$ cat src/rtl/wb_mem_arbiter_pkg.sv
// Shared definitions for the two-master DRAM arbiter: grant encodings,
// Wishbone field widths and the round-robin pick used when both masters request.
package wb_mem_arbiter_pkg;

   localparam logic [1:0] GNT_IDLE = 2'b00;
   localparam logic [1:0] GNT_M0   = 2'b01;
   localparam logic [1:0] GNT_M1   = 2'b10;

   localparam int WB_ADDR_W = 32;
   localparam int WB_DATA_W = 128;
   localparam int WB_SEL_W  = WB_DATA_W / 8;

   // On a tie, the master that did not win last time gets the bus.
   function automatic logic [1:0] rr_pick(input logic cyc0, input logic cyc1,
                                          input logic last_m1);
      logic [1:0] pick;
      pick = GNT_IDLE;
      if (cyc0 && cyc1) pick = last_m1 ? GNT_M0 : GNT_M1;
      else if (cyc0)    pick = GNT_M0;
      else if (cyc1)    pick = GNT_M1;
      return pick;
   endfunction

endpackage

$ cat src/rtl/wb_mem_arbiter_if.sv
// Classic Wishbone bundle for one master<->slave link of the DRAM arbiter.
// Handshake: cyc frames a locked transfer; each cycle with stb=1 is one beat
// that completes on the cycle the slave returns ack or err.
interface wb_mem_arbiter_if
   import wb_mem_arbiter_pkg::*;
#(
   parameter int ADDR_W = WB_ADDR_W,
   parameter int DATA_W = WB_DATA_W
);
   localparam int SEL_W = DATA_W / 8;

   logic [ADDR_W-1:0] adr;
   logic [DATA_W-1:0] dat_w;
   logic [DATA_W-1:0] dat_r;
   logic              we;
   logic [SEL_W-1:0]  sel;
   logic              cyc;
   logic              stb;
   logic              ack;
   logic              err;

   modport master (output adr, dat_w, we, sel, cyc, stb, input dat_r, ack, err);
   modport slave  (input adr, dat_w, we, sel, cyc, stb, output dat_r, ack, err);
endinterface

$ cat src/rtl/wb_mem_arbiter_watchdog.sv
// Ack watchdog: counts consecutive unanswered stb cycles and fires a single
// pulse on the TIMEOUT-th one, then starts over.
module wb_watchdog #(
   parameter int TIMEOUT = 4096
) (
   input  logic clk,
   input  logic rst,
   input  logic stb,
   input  logic ack,
   input  logic err,
   output logic timeout
);
   localparam int CNT_W = $clog2(TIMEOUT) + 1;

   logic [CNT_W-1:0] cnt;

   // A slave answer in the terminal cycle beats the watchdog.
   assign timeout = stb & ~ack & ~err & (cnt == CNT_W'(TIMEOUT - 1));

   always_ff @(posedge clk or posedge rst) begin
      if (rst)                          cnt <= '0;
      else if (!stb || ack || err || timeout) cnt <= '0;
      else                              cnt <= cnt + 1'b1;
   end
endmodule

$ cat src/rtl/wb_mem_arbiter.sv
// Two-master round-robin arbiter in front of the DDR3 controller user port,
// with bus lock per cyc and an ack watchdog that converts a hung access to err.
module wb_mem_arbiter
   import wb_mem_arbiter_pkg::*;
#(
   parameter int TIMEOUT = 4096
) (
   input  logic              clk,
   input  logic              rst,
   wb_mem_arbiter_if.slave   m0,
   wb_mem_arbiter_if.slave   m1,
   wb_mem_arbiter_if.master  s,
   output logic [1:0]        grant_o,
   output logic              timeout_o
);
   logic [1:0] grant_q;
   logic       last_m1;
   logic [1:0] pick;
   logic       cyc_raw;
   logic       stb_raw;
   logic       fire;

   assign pick = rr_pick(m0.cyc, m1.cyc, last_m1);

   // Owners always return to IDLE before the other master can be granted.
   always_ff @(posedge clk or posedge rst) begin
      if (rst) begin
         grant_q <= GNT_IDLE;
         last_m1 <= 1'b1;
      end else begin
         case (grant_q)
            GNT_IDLE: begin
               grant_q <= pick;
               if (pick != GNT_IDLE) last_m1 <= (pick == GNT_M1);
            end
            GNT_M0:  if (!m0.cyc) grant_q <= GNT_IDLE;
            GNT_M1:  if (!m1.cyc) grant_q <= GNT_IDLE;
            default: grant_q <= GNT_IDLE;
         endcase
      end
   end

   always_comb begin
      cyc_raw = 1'b0;
      stb_raw = 1'b0;
      s.adr   = '0;
      s.dat_w = '0;
      s.we    = 1'b0;
      s.sel   = '0;
      case (grant_q)
         GNT_M0: begin
            cyc_raw = m0.cyc;
            stb_raw = m0.stb;
            s.adr   = m0.adr;
            s.dat_w = m0.dat_w;
            s.we    = m0.we;
            s.sel   = m0.sel;
         end
         GNT_M1: begin
            cyc_raw = m1.cyc;
            stb_raw = m1.stb;
            s.adr   = m1.adr;
            s.dat_w = m1.dat_w;
            s.we    = m1.we;
            s.sel   = m1.sel;
         end
         default: ;
      endcase
   end

   wb_watchdog #(.TIMEOUT(TIMEOUT)) u_watchdog (
      .clk     (clk),
      .rst     (rst),
      .stb     (stb_raw),
      .ack     (s.ack),
      .err     (s.err),
      .timeout (fire)
   );

   // The aborted beat is dropped from the slave port in the cycle err is returned.
   assign s.cyc     = cyc_raw & ~fire;
   assign s.stb     = stb_raw & ~fire;
   assign m0.dat_r  = s.dat_r;
   assign m1.dat_r  = s.dat_r;
   assign m0.ack    = s.ack & grant_q[0];
   assign m1.ack    = s.ack & grant_q[1];
   assign m0.err    = (s.err | fire) & grant_q[0];
   assign m1.err    = (s.err | fire) & grant_q[1];
   assign grant_o   = grant_q;
   assign timeout_o = fire;
endmodule

$ cat src/flat_wrapper.sv
// flat-port wrapper written by rule: the top's interface ports become plain ports
module wb_mem_arbiter_flat import wb_mem_arbiter_pkg::*;
#(
   parameter int TIMEOUT = 4096
)
  (clk, rst, grant_o, timeout_o, m0_adr, m0_dat_w, m0_we, m0_sel, m0_cyc, m0_stb, m0_dat_r, m0_ack, m0_err, m1_adr, m1_dat_w, m1_we, m1_sel, m1_cyc, m1_stb, m1_dat_r, m1_ack, m1_err, s_adr, s_dat_w, s_we, s_sel, s_cyc, s_stb, s_dat_r, s_ack, s_err);
  wb_mem_arbiter_if #(.ADDR_W(32), .DATA_W(128)) m0_i ();
  wb_mem_arbiter_if #(.ADDR_W(32), .DATA_W(128)) m1_i ();
  wb_mem_arbiter_if #(.ADDR_W(32), .DATA_W(128)) s_i ();
  input  logic clk;
  input  logic rst;
  output logic [1:0] grant_o;
  output logic timeout_o;
  input wire logic [$bits(m0_i.adr)-1:0] m0_adr;
  input wire logic [$bits(m0_i.dat_w)-1:0] m0_dat_w;
  input wire logic [$bits(m0_i.we)-1:0] m0_we;
  input wire logic [$bits(m0_i.sel)-1:0] m0_sel;
  input wire logic [$bits(m0_i.cyc)-1:0] m0_cyc;
  input wire logic [$bits(m0_i.stb)-1:0] m0_stb;
  output wire logic [$bits(m0_i.dat_r)-1:0] m0_dat_r;
  output wire logic [$bits(m0_i.ack)-1:0] m0_ack;
  output wire logic [$bits(m0_i.err)-1:0] m0_err;
  input wire logic [$bits(m1_i.adr)-1:0] m1_adr;
  input wire logic [$bits(m1_i.dat_w)-1:0] m1_dat_w;
  input wire logic [$bits(m1_i.we)-1:0] m1_we;
  input wire logic [$bits(m1_i.sel)-1:0] m1_sel;
  input wire logic [$bits(m1_i.cyc)-1:0] m1_cyc;
  input wire logic [$bits(m1_i.stb)-1:0] m1_stb;
  output wire logic [$bits(m1_i.dat_r)-1:0] m1_dat_r;
  output wire logic [$bits(m1_i.ack)-1:0] m1_ack;
  output wire logic [$bits(m1_i.err)-1:0] m1_err;
  output wire logic [$bits(s_i.adr)-1:0] s_adr;
  output wire logic [$bits(s_i.dat_w)-1:0] s_dat_w;
  output wire logic [$bits(s_i.we)-1:0] s_we;
  output wire logic [$bits(s_i.sel)-1:0] s_sel;
  output wire logic [$bits(s_i.cyc)-1:0] s_cyc;
  output wire logic [$bits(s_i.stb)-1:0] s_stb;
  input wire logic [$bits(s_i.dat_r)-1:0] s_dat_r;
  input wire logic [$bits(s_i.ack)-1:0] s_ack;
  input wire logic [$bits(s_i.err)-1:0] s_err;
  assign m0_i.adr = m0_adr;
  assign m0_i.dat_w = m0_dat_w;
  assign m0_i.we = m0_we;
  assign m0_i.sel = m0_sel;
  assign m0_i.cyc = m0_cyc;
  assign m0_i.stb = m0_stb;
  assign m0_dat_r = m0_i.dat_r;
  assign m0_ack = m0_i.ack;
  assign m0_err = m0_i.err;
  assign m1_i.adr = m1_adr;
  assign m1_i.dat_w = m1_dat_w;
  assign m1_i.we = m1_we;
  assign m1_i.sel = m1_sel;
  assign m1_i.cyc = m1_cyc;
  assign m1_i.stb = m1_stb;
  assign m1_dat_r = m1_i.dat_r;
  assign m1_ack = m1_i.ack;
  assign m1_err = m1_i.err;
  assign s_adr = s_i.adr;
  assign s_dat_w = s_i.dat_w;
  assign s_we = s_i.we;
  assign s_sel = s_i.sel;
  assign s_cyc = s_i.cyc;
  assign s_stb = s_i.stb;
  assign s_i.dat_r = s_dat_r;
  assign s_i.ack = s_ack;
  assign s_i.err = s_err;
  wb_mem_arbiter #(.TIMEOUT(TIMEOUT)) u_core (.clk(clk), .rst(rst), .m0(m0_i), .m1(m1_i), .s(s_i), .grant_o(grant_o), .timeout_o(timeout_o));
endmodule
$ cat config.mk
export PLATFORM = sky130hd
export DESIGN_NAME = wb_mem_arbiter_flat
export DESIGN_NICKNAME = d
export VERILOG_FILES = /design/src/rtl/wb_mem_arbiter_pkg.sv /design/src/rtl/wb_mem_arbiter_if.sv /design/src/rtl/wb_mem_arbiter_watchdog.sv /design/src/rtl/wb_mem_arbiter.sv /design/src/flat_wrapper.sv
export SDC_FILE = /design/constraint.sdc
export NUM_CORES = 1
export LEC_CHECK = 0
export ABC_AREA = 1
export CAP_MARGIN = 40
export CORE_AREA = 8 8 355 357
export CTS_CLUSTER_DIAMETER = 40
export DETAILED_ROUTE_END_ITERATION = 10
export DIE_AREA = 0 0 363 365
export GPL_ROUTABILITY_DRIVEN = 0
export PLACE_DENSITY_LB_ADDON = 0.1
export SYNTH_ARGS = -nofsm -noshare
export SYNTH_HDL_FRONTEND = slang
export SYNTH_SLANG_ARGS = --single-unit
export TNS_END_PERCENT = 100
$ cat constraint.sdc
create_clock -name clk -period 1.7 [get_ports clk]
set_input_delay 0.34 -clock clk [delete_from_list [all_inputs] [get_ports clk]]
set_output_delay 0.34 -clock clk [all_outputs]
set_load 0.05 [all_outputs]
Yosys cells after proc, flatten, opt, wreduce, memory -nomap -nowiden
Index checks and enable logic that the tools add are counted.
{"block": "word_totals", "register_bits": 16, "latchBits": 0, "ram_bits": 0, "mem_bits_ro": 0, "out_inout_bits": 442, "elab_cells": 46, "n_memories": 0}
{"block": "op_classes", "n_addsub": 1, "mul": 0, "n_div": 0, "magnitude_cmp": 0, "n_eq_ne": 6, "shifts": 0, "mux": 14, "n_bitwise": 13, "reduce_logical": 9}
{"cell": "128-bit one-hot mux with 2 select lines", "n": 1}
{"cell": "32-bit one-hot mux with 2 select lines", "n": 1}
{"cell": "16-bit one-hot mux with 2 select lines", "n": 1}
{"cell": "13-bit by 1-bit adder with 13-bit output (second input constant)", "n": 1}
{"cell": "13-bit by 12-bit equality test with 1-bit output (second input constant)", "n": 1}
{"cell": "13-bit 2-to-1 mux", "n": 1}
{"cell": "2-bit 2-to-1 mux", "n": 6}
{"cell": "1-bit bitwise AND", "n": 9}
{"cell": "1-bit one-hot mux with 2 select lines", "n": 3}
{"cell": "2-bit one-hot mux with 3 select lines", "n": 1}
{"cell": "2-bit equality test (second input constant)", "n": 2}
{"cell": "2-bit != test (second input constant)", "n": 2}
{"cell": "2-bit AND reduction", "n": 2}
{"cell": "1-bit logical OR", "n": 3}
{"cell": "1-bit inverter", "n": 3}
{"cell": "2-bit by 1-bit equality test with 1-bit output (second input constant)", "n": 1}
{"cell": "2-bit logical NOT", "n": 1}
{"cell": "2-bit nonzero test", "n": 1}
{"cell": "1-bit logical AND", "n": 1}
{"cell": "1-bit logical NOT", "n": 1}
{"cell": "1-bit bitwise OR", "n": 1}

Depth between registers and ports, before layout
Gate-level depths: netlist of run 1.
{"block": "logic_depth", "depth_word": 7, "ltp_mapped": 10}

Cells and area by module
A second synthesis of run 1 with hierarchy kept.
{"block": "hier_totals", "cells_unflattened": 976, "area_unflattened_um2": 5576.6}
{"mod": "wb_mem_arbiter", "instances": 1, "cells_per_inst": 889, "area_each_um2": 4814.6, "seq_area_each_um2": 76.3}
{"mod": "wb_watchdog", "instances": 1, "cells_per_inst": 87, "area_each_um2": 762.0, "seq_area_each_um2": 325.3}

Worst setup path before layout of run 1
OpenSTA, ideal clock, no wires.
{"block": "synth_timing", "path_type": "register to output", "from": "register u_core.grant_q[0], in the netlist u_core.grant_o[0]", "to": "output s_dat_w[28]", "arrival_ns": 2.355, "required_ns": 1.360, "path_slack_ns": -0.995, "path_stages_with_launch": 7, "n_path_buf": 2, "path_cell_list": "dfrtp_1 > inv_1 > ha_1 > inv_2 > buf_2 > clkbuf_1 > a21oi_1"}
{"block": "synth_via", "elab_chain_cells": 2}
{"item": "start, declared", "line_no": "wb_mem_arbiter.sv:16", "text": "logic [1:0] grant_q;"}
{"item": "start signal, assigned", "line_no": "wb_mem_arbiter.sv:33", "text": "grant_q <= pick;"}
{"item": "2-bit equality test or 2-bit by 1-bit equality test with 1-bit output (tied branches)", "line_no": "wb_mem_arbiter.sv:50", "text": "case (grant_q)"}
{"item": "128-bit one-hot mux with 2 select lines (*)", "line_no": "wb_mem_arbiter.sv:50"}
{"item": "end, declared", "line_no": "flat_wrapper.sv:33", "text": "output wire logic [$bits(s_i.dat_w)-1:0] s_dat_w;"}
Every way passes the cells marked *; elsewhere a longest branch is shown, timed or not.

Final worst setup path of run 1
{"block": "layout_timing", "from": "register u_core.grant_q[0], in the netlist u_core.grant_o[0]", "to": "output s_sel[1]"}
{"block": "layout_via", "elab_chain_cells": 2}
{"item": "2-bit equality test or 2-bit by 1-bit equality test with 1-bit output (tied branches)", "line_no": "wb_mem_arbiter.sv:50"}
{"item": "16-bit one-hot mux with 2 select lines (*)", "line_no": "wb_mem_arbiter.sv:50"}
{"item": "end, declared", "line_no": "flat_wrapper.sv:35", "text": "output wire logic [$bits(s_i.sel)-1:0] s_sel;"}
Marked as above.

==> reports/qor.yml, run 1 <==
cts.clk_slew.worst_paths_ps: 60
setup_tns_ps: -83930
syn_inst: 977
max_freq_ghz: 0.448
cp.required_ps: 1360
max_stage_delay_ps: 400
setup_violations: 194
synthMuxAreaShare_pct: 0
crit_slowest_cell: "dfrtp_2"
status: "finished with violations"
grt_pass1_wl_um: 67000
met1_length_um: 20100
synth-compound-area-share_pct: 16.8
highest_layer: "met5"
rsz0062_at_grt: "yes"
finalHoldViolations: 0
start_kind: "register"
clock-sinks: 16
first_pass_iters: 4
syn_to_final_growth_pct: 198
synthAdderAreaFrac_pct: 0.919
drv_cap: 0
grt_antenna_before_repair: 8
place.detailed.instances: 2922
critPathMaxFanout: 12
placementRows: 128
dieArea_um2: 132000
cts_buffers: 3
cts_buffer_depth: 2
fin_worst_skew_ps: 4.38
grt_pass1_vias: 8388
htreeDepth: 1
place_hpwl_um: 41300
hold_class: "in -> async"
vias_per_cell: 2.52
initial_core_util_pct: 4.52
power_w: 0.0266
leakage_nw: 5.09
root_buffer: "clkbuf_16"
drive_gt1_share_pct: 45.3
nNetsFinal: 1835
wl_met3_um: 7410
drt_first_iter_violations: 239
grt_usage_pct: 6.89
power.density_nw_per_um2: 1640
clk_latency_ps: 250
cp.arrival_ps: 1890
core_area_um2: 121000
cts_tree: "yes"
max-slew-margin-rel_pct: 79.4
netlist_area_um2: 5450
vdd_drop_max_uv: 855
syn_avg_cell_area_um2: 5.57
finalWorstSetupSlack_ps: -530
synth_top_area_share_pct: 35.7
violations: "negative setup slack"
die_x_um: 363
io_pins: 932
wl_per_cell_um: 17.1
synthesis.nets: 1471
remaining_drc_errors: 0
cp_cell_sequence: "inv_4, ha_4, clkinv_8, buf_12, buf_16, a21oi_4, buf_6"
post-route-period-util_pct: 131
endpoint_kind: "output pin"
period_minus_slack_ps: 2230
dpl_cell_area_um2: 14100
yosysTopAreaCell: "buf_4"
path_delay_family: "buffers and inverters"
synth.ff_latch_count: 16
synth.distinct_cells: 27
synth_xor_area_share_pct: 0.965
io_buffers: 547
nFillCells: 13700
worst_pin_slew_ps: 309
final_core_util_pct: 13.5
final_cells: 2970
vias: 7493
yosysWarningCount: 0
route.met2.wl_um: 22900
antenna_left: 0
overflow: 0
grt_max_degree: 33
synth_seq_area_share_pct: 7.37
maxSlewViolCount: 0
synthSimpleGateAreaFrac_pct: 31.7
ctsHoldBuffers: 0
synthTopCellsByArea: "buf_4 36%, nand2_1 27%, a21oi_1 16%"
path_class: "reg -> out"
die_y_um: 365
critPathBufInv: 5
wirelength_um: 50800
synth_top_family_by_area: "buffers and inverters"
postLayoutCellArea_um2: 16200
## flip-flops by register name, indices dropped and copies added (netlist names)
register	count
u_core.u_watchdog.cnt	13
u_core.grant_o	2
u_core.last_m1	1
## through the flow
step	hold WS (ps)	setup slack [ps]
3_5_place_dp	475	-373
3_3_place_gp	464	-371
2_1_floorplan	253	-347
4_1_cts	311	-572
6_report	304	-530
5_1_grt	335	-595
## cells by family after synthesis
| family | after synthesis |
|---|---|
| adders and majority gates | 4 |
| buffers and inverters | 337 |
| and+or+nand+nor | 432 |
| xor gates and xnor gates | 6 |
| AOI/OAI and AO/OA | 182 |
| DFF | 16 |
## cell type report
type,instances,area (µm²),share of cell area (%)
antenna,5,12.5,0.0771
sequential,16,404,2.49
timing repair buffer,674,8410,51.8
multi-input combinational,625,5190,32.0
inverter,21,98.8,0.609
tap,1625,2030,12.5
clock buffer,4,88.8,0.547
## placed cells by master (no fill, tap or decap), drive strengths merged
master         instances
dfrtp                 15
ha                     4
diode                  5
nand4                  3
nor3                   2
a21o                   1
a21oi                179
inv                   20
xor2                   3
xnor2                  3
nand3                  9
clkdlybuf4s50        361
bufbuf                 1
nor2                  26
buf                  303
o21ai                  1
o31ai                  1
clkbuf                13
clkinv                 1
dfstp                  1
nand2                393
## Yosys cell counts
cell type / n
nand3_4: 1
nand3_2: 1
nand2_4: 1
xor2_1: 3
buf_4: 259
buf_2: 38
inv_2: 4
nor2_2: 11
a21oi_1: 179
nand4_1: 3
nor3_1: 1
nand2_2: 1
buf_12: 1
nor2_4: 3
dfstp_2: 1
nor3_2: 1
ha_1: 4
dfrtp_1: 15
nand3_1: 7
a21o_1: 1
inv_1: 17
xnor2_1: 3
o31ai_1: 1
nand2_1: 390
o21ai_0: 1
clkbuf_1: 18
nor2_1: 12
## per-layer routing
layer	vias to the layer above	track usage, %
met5	-	0.363
met4	10	0.372
met3	30	4.53
met2	525	11.1
met1	3363	7.93
li1	3565	-
## power breakdown
| group | switching, W | internal (W) | total (W) | leakage [nW] |
|---|---|---|---|---|
| clock network | 0.000164 | 0.000358 | 0.000522 | 0.0442 |
| logic | 0.0148 | 0.0108 | 0.0256 | 4.83 |
| registers | 0.0000365 | 0.000430 | 0.000466 | 0.215 |
## worst paths after layout
| path | endpoint | depth (start not counted) | from | slack, ps |
|---|---|---|---|---|
| hold reg to reg | u_core.last_m1 | 2 | u_core.last_m1 | 480 |
| max in group asynchronous | u_core.u_watchdog.cnt[11] | 3 | rst | 1050 |
| hold / removal | u_core.grant_o[1] | 2 | rst | 300 |
| min in group clk | u_core.last_m1 | 2 | u_core.last_m1 | 480 |
| setup reg to reg | u_core.u_watchdog.cnt[9] | 12 | u_core.grant_o[0] | -80 |
| setup / recovery | s_sel[1] | 7 | u_core.grant_o[0] | -530 |
## repair_timing
action,4_1_cts,5_1_grt
setup endpoints to repair,183,195
pin swaps,15,37
setup buffers,12,10
gates resized for setup,258,113
gates cloned,7,11
No activity file was read; power rests on OpenSTA's default activity.
==> run 2: changes to the inputs <==
TNS_END_PERCENT = not set   (was 100)
==> results of run 2 <==
Final layout, timing and power as in run 1 (identical DEF).
